===== config.mk =====
export PLATFORM = sky130hd
export DESIGN_NAME = display_scan_ctrl
export DESIGN_NICKNAME = d
export VERILOG_FILES = /design/src/rtl/display_pkg.sv /design/src/rtl/display_scan_ctrl_timer.sv /design/src/rtl/display_scan_ctrl.sv
export SDC_FILE = /design/constraint.sdc
export NUM_CORES = 1
export LEC_CHECK = 0
export CAP_MARGIN = 20
export CORE_MARGIN = 3
export CORE_UTILIZATION = 49
export DETAILED_ROUTE_END_ITERATION = 8
export PLACE_DENSITY = 0.76
export SYNTH_ARGS = -nofsm -noshare
export SYNTH_HDL_FRONTEND = slang
export SYNTH_SLANG_ARGS = --single-unit

===== constraint.sdc =====
create_clock -name clk -period 2.1 [get_ports clk]
set_input_delay 0.21 -clock clk [delete_from_list [all_inputs] [get_ports clk]]
set_output_delay 0.21 -clock clk [all_outputs]
set_load 0.02 [all_outputs]

===== src/rtl/display_pkg.sv =====
`default_nettype none
// ============================================================================
// display_pkg : shared types and helpers for the display scan controller
// Revision    : 1.0
// ============================================================================
package display_pkg;

  typedef enum logic [1:0] {
    IDLE  = 2'd0,
    BLANK = 2'd1,
    ON    = 2'd2
  } state_t;

  localparam int SEG_W = 7;

  function automatic int slot_len(input int blank_cycles, input int br_w);
    return blank_cycles + (1 << br_w);
  endfunction

endpackage
`default_nettype wire


===== src/rtl/display_scan_ctrl_timer.sv =====
`default_nettype none
// ============================================================================
// scan_slot_timer : BLANK/ON slot sequencer with latched PWM brightness
// Revision        : 1.0
// ============================================================================
module scan_slot_timer
  import display_pkg::*;
#(
  parameter int BLANK_CYCLES = 4,
  parameter int BR_W         = 8
) (
  input  logic            clk,
  input  logic            rst,
  input  logic            enable,
  input  logic [BR_W-1:0] brightness,
  output logic            slot_end,
  output logic            lit,
  output logic            in_blank,
  output logic            idle
);

  // One counter serves both phases, so size it for the whole slot.
  localparam int CNT_W = $clog2(slot_len(BLANK_CYCLES, BR_W));
  localparam logic [CNT_W-1:0] BLANK_LAST = CNT_W'(BLANK_CYCLES - 1);
  localparam logic [CNT_W-1:0] ON_LAST    = CNT_W'((1 << BR_W) - 1);

  state_t            state_q, state_d;
  logic [CNT_W-1:0]  cnt_q, cnt_d;
  logic [BR_W-1:0]   br_q, br_d;

  always_ff @(posedge clk or posedge rst) begin
    if (rst) begin
      state_q <= IDLE;
      cnt_q   <= '0;
      br_q    <= '0;
    end else begin
      state_q <= state_d;
      cnt_q   <= cnt_d;
      br_q    <= br_d;
    end
  end

  always_comb begin
    state_d  = state_q;
    cnt_d    = cnt_q + 1'b1;
    br_d     = br_q;
    slot_end = 1'b0;
    lit      = 1'b0;
    in_blank = 1'b0;
    idle     = 1'b0;
    case (state_q)
      IDLE: begin
        idle  = 1'b1;
        cnt_d = '0;
        if (enable) begin
          state_d = BLANK;
          br_d    = brightness;
        end
      end
      BLANK: begin
        in_blank = 1'b1;
        if (cnt_q == BLANK_LAST) begin
          state_d = ON;
          cnt_d   = '0;
        end
      end
      ON: begin
        lit = (cnt_q < CNT_W'(br_q));
        if (cnt_q == ON_LAST) begin
          slot_end = 1'b1;
          state_d  = BLANK;
          cnt_d    = '0;
          br_d     = brightness;
        end
      end
      default: state_d = IDLE;
    endcase
    if (!enable) begin
      state_d = IDLE;
      cnt_d   = '0;
    end
  end

endmodule
`default_nettype wire


===== src/rtl/display_scan_ctrl.sv =====
`default_nettype none
// ============================================================================
// display_scan_ctrl : multiplexed 7-seg scanner with double-buffered patterns
// Revision          : 1.0
// ============================================================================
module display_scan_ctrl
  import display_pkg::*;
#(
  parameter int NUM_DIGITS   = 2,
  parameter int BLANK_CYCLES = 4,
  parameter int BR_W         = 8
) (
  input  logic                        clk,
  input  logic                        rst,
  input  logic                        enable,
  input  logic [BR_W-1:0]             brightness,
  input  logic                        upd_valid,
  input  logic [SEG_W*NUM_DIGITS-1:0] upd_data,
  output logic                        upd_ready,
  output logic [SEG_W-1:0]            seg,
  output logic [NUM_DIGITS-1:0]       anode,
  output logic                        frame_tick
);

  localparam int DIG_W = $clog2(NUM_DIGITS);
  localparam logic [DIG_W-1:0] DIG_LAST = DIG_W'(NUM_DIGITS - 1);

  logic                        slot_end, lit, in_blank, idle;
  logic [DIG_W-1:0]            digit;
  logic [SEG_W*NUM_DIGITS-1:0] active, shadow;
  logic                        pending;
  logic                        boundary, show;

  scan_slot_timer #(
    .BLANK_CYCLES (BLANK_CYCLES),
    .BR_W         (BR_W)
  ) u_timer (
    .clk        (clk),
    .rst        (rst),
    .enable     (enable),
    .brightness (brightness),
    .slot_end   (slot_end),
    .lit        (lit),
    .in_blank   (in_blank),
    .idle       (idle)
  );

  assign boundary  = slot_end && (digit == DIG_LAST);
  assign show      = lit && !in_blank;
  assign upd_ready = !pending;

  always_ff @(posedge clk or posedge rst) begin
    if (rst) begin
      digit <= '0;
    end else if (idle || !enable) begin
      digit <= '0;
    end else if (slot_end) begin
      digit <= boundary ? '0 : digit + 1'b1;
    end
  end

  // Capture needs an empty shadow, so a capture and an apply never coincide.
  always_ff @(posedge clk or posedge rst) begin
    if (rst) begin
      active  <= '0;
      shadow  <= '0;
      pending <= 1'b0;
    end else if (upd_valid && !pending) begin
      shadow  <= upd_data;
      pending <= 1'b1;
    end else if (pending && (boundary || idle)) begin
      active  <= shadow;
      pending <= 1'b0;
    end
  end

  always_ff @(posedge clk or posedge rst) begin
    if (rst) begin
      seg        <= '0;
      anode      <= '0;
      frame_tick <= 1'b0;
    end else begin
      seg        <= show ? active[int'(digit)*SEG_W +: SEG_W] : '0;
      anode      <= show ? (NUM_DIGITS'(1) << digit) : '0;
      frame_tick <= boundary;
    end
  end

endmodule
`default_nettype wire


; Yosys cells after proc, flatten, opt, wreduce, memory -nomap -nowiden
; Cells that the tools add are included.
[totals]
regBits = 59
latch_bits = 0
ram_bits = 0
romBits = 0
in_bits = 26
output_inout_bits = 11
word_cells = 64
memories = 0
[op_classes]
add_sub_neg = 2
multipliers = 1
div = 0
order_cmp = 1
eq_ne = 8
n_shift = 2
mux = 23
bitwise_logic = 1
reduce_logical = 16
[op_table]
columns = operator, n
row1 = 9-bit two-way mux, 3
row2 = 9-bit one-hot mux with 3 select lines, 1
row3 = 8-bit two-way mux, 2
row4 = 8-bit one-hot mux with 2 select lines, 1
row5 = 14-bit by 5-bit indexed part select with 7-bit output, 1
row6 = 1-bit two-way mux, 10
row7 = 9-bit by 1-bit adder with 9-bit output (second input constant), 1
row8 = 9-bit by 2-bit equality test with 1-bit output (second input constant), 1
row9 = 9-bit by 8-bit equality test with 1-bit output (second input constant), 1
row10 = 9-bit by 8-bit < comparator with 1-bit output, 1
row11 = 2-bit two-way mux, 4
row12 = 7-bit two-way mux, 1
row13 = 3-bit by 2-bit != test with 1-bit output (second input constant), 2
row14 = 2-bit one-hot mux with 3 select lines, 1
row15 = 2-bit nonzero test, 3
row16 = 1-bit logical AND, 4
row17 = 1-bit by 3-bit multiplier with 4-bit output (second input constant), 1
row18 = 2-bit AND reduction, 2
row19 = 1-bit zero test, 3
row20 = 3-bit AND reduction, 1
row21 = 2-bit by 1-bit equality test with 1-bit output (second input constant), 1
row22 = 2-bit equality test (second input constant), 1
row23 = 2-bit zero test, 1
row24 = 1-bit logical OR, 2
row25 = other kinds (5), 5

; Logic depth before layout (Yosys ltp)
[logic_depth]
word_depth = 8
ltp_mapped = 9
depth_no_buf = 8

; Cells and area by module
; A second synthesis with hierarchy kept.
[unflattened]
hier_cells = 214
hier_area_um2 = 2713.9
[modules_own_cells]
columns = module, n_inst, cells_each, area_each_um2, seq_area_each_um2
row1 = display_scan_ctrl, 1, 100, 1619.1, 1001.0
row2 = scan_slot_timer, 1, 114, 1094.8, 475.5

; Least setup slack after synthesis
; No wires, ideal clock.
[synth_timing]
path_type = reg2reg
start = register u_timer.cnt_q[0]
end = register active[0]
setup_time_ns = 0.125
arrival_ns = 2.098
t_required_ns = 1.975
slack_ns = -0.123
stages_incl_launch_ff = 10
n_path_buf = 1
period_less_slack_ns = 2.223
path_cell_list = dfrtp_1 ha_1 nand3_1 nor2_1 and2_1 ha_1 and4b_4 o21ai_4 buf_12 mux2_4
[synth_between]
elab_chain_len = 7
[synth_rtl]
columns = element, line
row1 = "start, declared", display_scan_ctrl_timer.sv:28  ; logic [CNT_W-1:0] cnt_q, cnt_d;
row2 = "start signal, assigned", display_scan_ctrl_timer.sv:38  ; cnt_q <= cnt_d;
row3 = 9-bit by 8-bit equality test with 1-bit output, display_scan_ctrl_timer.sv:69  ; if (cnt_q == ON_LAST) begin
row4 = 1-bit two-way mux, display_scan_ctrl_timer.sv:69
row5 = 1-bit two-way mux, display_scan_ctrl_timer.sv:51  ; case (state_q)
row6 = 1-bit logical AND, display_scan_ctrl.sv:48  ; assign boundary = slot_end && (digit == DIG_LAST);
row7 = via boundary, display_scan_ctrl.sv:32  ; logic boundary, show;
row8 = 1-bit logical OR, display_scan_ctrl.sv:71  ; end else if (pending && (boundary || idle)) begin
row9 = 1-bit logical AND, display_scan_ctrl.sv:71
row10 = 2-bit AND reduction (no source line), n/a
row11 = "end signal, assigned", display_scan_ctrl.sv:72  ; active <= shadow;
row12 = "end, declared", display_scan_ctrl.sv:30  ; logic [SEG_W*NUM_DIGITS-1:0] active, shadow;
; The timed path passes the listed nets, and every way through them passes these cells.
; A chain may end at the register's enable or synchronous reset.

; Worst setup path after layout
[layout_timing]
start = register u_timer.cnt_q[1]
end = register active[6]
; Same word-level chain as after synthesis.

==> impl_metrics.tcl <==
set metrics [dict create \
    area_growth_pct 29.93 \
    synthFlopType "dfrtp_1" \
    synth_cell_type_count 40 \
    routed_wl_mm 5.225 \
    die_h_um 80.65 \
    floorplan.initialDensity_pct 52.13 \
    power_density_mw_per_mm2 943.6 \
    rrSetupSlack_ps 70 \
    synth_top_cell_by_area "dfrtp_1" \
    grt_start_max_net_pins 20 \
    synth_edf_count 0 \
    wl_per_cell_um 15.50 \
    grt_overflow 0 \
    drtPass1Iterations 4 \
    root_buffer "clkbuf_8" \
    cts_buffers 9 \
    synth_top_cells_by_count "dfrtp_1 (59), mux2_2 (27), inv_1 (15)" \
    syn_nets 243 \
    yosys-top-cells-area "dfrtp_1 (54%), mux2_2 (11%), mux2_4 (4.9%), ha_1 (4.6%), a211oi_1 (3.8%)" \
    core-area_mm2 0.005238 \
    hold_buffers 0 \
    ant_nets 0 \
    drt_iter0_drc 88 \
    via_per_inst 5.353 \
    power.internal_uw 2536 \
    yosysSeqAreaShare_pct 54.08 \
    hold_viol 0 \
    stdcell_area_mm2 0.003547 \
    place.gp.congestion 0.8376 \
    drc 0 \
    vias 1804 \
    min_period_over_period_pct 96.82 \
    setup_viol 0 \
    port_buffers 36 \
    crit_start "u_timer.cnt_q[1]" \
    required_ps 2320 \
    die_w_um 80.65 \
    postSynthCellCount 207 \
    worst_clock_skew_ps 5.773 \
    syn_area_mm2 0.002730 \
    nets 298 \
    yosysMostFrequentCell "dfrtp_1" \
    crit_type "reg -> reg" \
    layout-drive-gt1-share_pct 30.34 \
    synth.avg_cell_area_um2 13.19 \
    worst_ep_arrival_time_ps 2260 \
    post_dp_cell_area_mm2 0.003262 \
    cts.path.max_buffers 2 \
    period_minus_slack_ps 2033 \
    endpoint "active[6]" \
    synth-async-reset-ratio_pct 100.0 \
    ff2ff_path_depth 9 \
    hold_path.class "in -> async" \
    first_global_vias 1844 \
    die-area_mm2 0.006504 \
    tightest_slew_ps 809.1 \
    cts.sinks 59 \
    gr-usage-all-layers_pct 18.45 \
    cp-start-kind "register" \
    leakage_uw 0.001520 \
    h-tree-depth 3 \
    path_max_fanout 15 \
    pwr-share-comb_pct 16.9 \
    setup_tns_ps 0 \
    power_frac_seq_pct 44.8 \
    place_hpwl_mm 3.769 \
    rows 26 \
    netSwitchingPower_uw 810.9 \
    tritoncts "yes" \
    synth_seq_cells 59 \
    drv.max_cap_violation_count 0 \
    worst_ir_drop_vdd_uv 701.3 \
    diodes 0 \
    outcome "complete, no violations" \
    clkLatencyLatePin_ps 340 \
    rsz0062_at_grt "false" \
    synth_top_area_share_pct 54.08 \
    drv_slew 0 \
    timing.rr.end "active[6]" \
    r2r_start "u_timer.cnt_q[1]" \
    hold_ws_ps 170.4 \
    switching_share_pct 24.23 \
    clk_pin_slew_ps 70 \
    synth_warnings 0 \
    p_clk_share_pct 38.2 \
    grt_pass1_wl_mm 8.769 \
    slew_headroom_pct 46.06 \
    ios 37 \
    fmax_mhz 491.8 \
    antenna_found_initial 0 \
    end_kind "register" \
]
power groups by stage:
stage	clock network, uW	registers, uW	logic, uW
floorplan	0	1470	414
detailed placement	0	1520	535
global placement	0	1510	514
finish	1280	1500	566
global route	1360	1530	619
CTS	1310	1500	540
area by class of cell:
cell class	instances	area [um^2]
clock buffer	9	123.9
multi-input combinational	125	1179
inverter	16	60.06
fill	387	1690
timing repair buffer	51	498.0
sequential	59	1476
clock inverter	7	122.6
tap	70	87.58
metal layers:
layer | global-route usage, % | vias to the layer above | wire length (um)
met5 | 0 | - | 0
met4 | 9.797 | 0 | 98
met1 | 23.50 | 901 | 2407
li1 | - | 858 | -
met3 | 4.596 | 9 | 184
met2 | 28.89 | 36 | 2535
state kept, by name, summed over array words and instances (netlist names):
name,flops
seg,7
u_timer.state_q,2
digit,1
frame_tick,1
active,14
pending,1
anode,2
u_timer.br_q,8
u_timer.cnt_q,9
shadow,14
worst max-delay path, stage by stage, from the launching register on:
cell and delay (ps):
dfrtp_1 410, ha_4 180, nand3_2 90, nor2_2 50, and2_1 150, ha_2 190, and4b_4 190, o21ai_4 140
buf_12 180, mux2_4 320
per-stage QoR:
step	util, %	setup WS [ps]	cells	total power, uW
after floorplan	-	22.05	207	1885
after global placement	62.28	116.5	320	2021
after detailed placement	62.28	51.14	320	2055
after CTS	66.99	25.29	336	3346
after global routing	67.73	1.187	337	3515
final	67.73	66.72	337	3347
how the worst min path moves through the flow:
stage | startpoint | endpoint | slack (ps) | depth (start not counted)
3_5_place_dp | shadow[1] | active[1] | 490 | 1
3_3_place_gp | shadow[7] | active[7] | 490 | 1
5_1_grt | rst | active[6] | 200 | 2
4_1_cts | rst | active[6] | 170 | 2
2_1_floorplan | enable | u_timer.cnt_q[1] | 330 | 2
6_report | rst | active[1] | 170 | 2
kinds of logic (layout without fill, tap and decap cells):
| group | count (synthesis) | after routing | synth area share [%] |
|---|---|---|---|
| compound gates | 36 | 36 | 9.716 |
| xor+xnor | 3 | 3 | 0.9626 |
| fa+ha+maj | 10 | 10 | 4.583 |
| buf+inv | 23 | 83 | 4.262 |
| flops | 59 | 59 | 54.08 |
| mux | 44 | 44 | 19.02 |
| simple gates | 32 | 32 | 7.380 |
cells in the final DEF, fill, tap and decap left out, types with 2 or more instances in the layout:
| cell type | instances |
|---|---|
| or3_1 | 3 |
| a211oi_1 | 14 |
| dfrtp_1 | 59 |
| nor4b_2 | 2 |
| clkinvlp_4 | 2 |
| clkbuf_8 | 9 |
| nand3_1 | 3 |
| inv_6 | 2 |
| nor2_1 | 2 |
| inv_1 | 14 |
| clkdlybuf4s50_1 | 36 |
| o21ai_2 | 2 |
| and3_1 | 2 |
| nand4b_1 | 2 |
| ha_1 | 8 |
| mux2_2 | 22 |
| mux2_4 | 14 |
| mux2i_1 | 8 |
| xnor2_1 | 2 |
| buf_12 | 2 |
| a221oi_1 | 2 |
| a21oi_1 | 6 |
| bufinv_16 | 3 |
| o21ai_0 | 6 |
| nor2b_1 | 3 |
| nand2_1 | 7 |
| nor2_2 | 2 |
| buf_4 | 13 |
repair_timing:
action / 4_1_cts / 5_1_grt
setup endpoints to repair: 0 / 28
setup buffers: 0 / 1
hold endpoints to repair: 0 / 0
resized for setup: 0 / 7
Note: power is estimated with default switching activity, not from simulation.
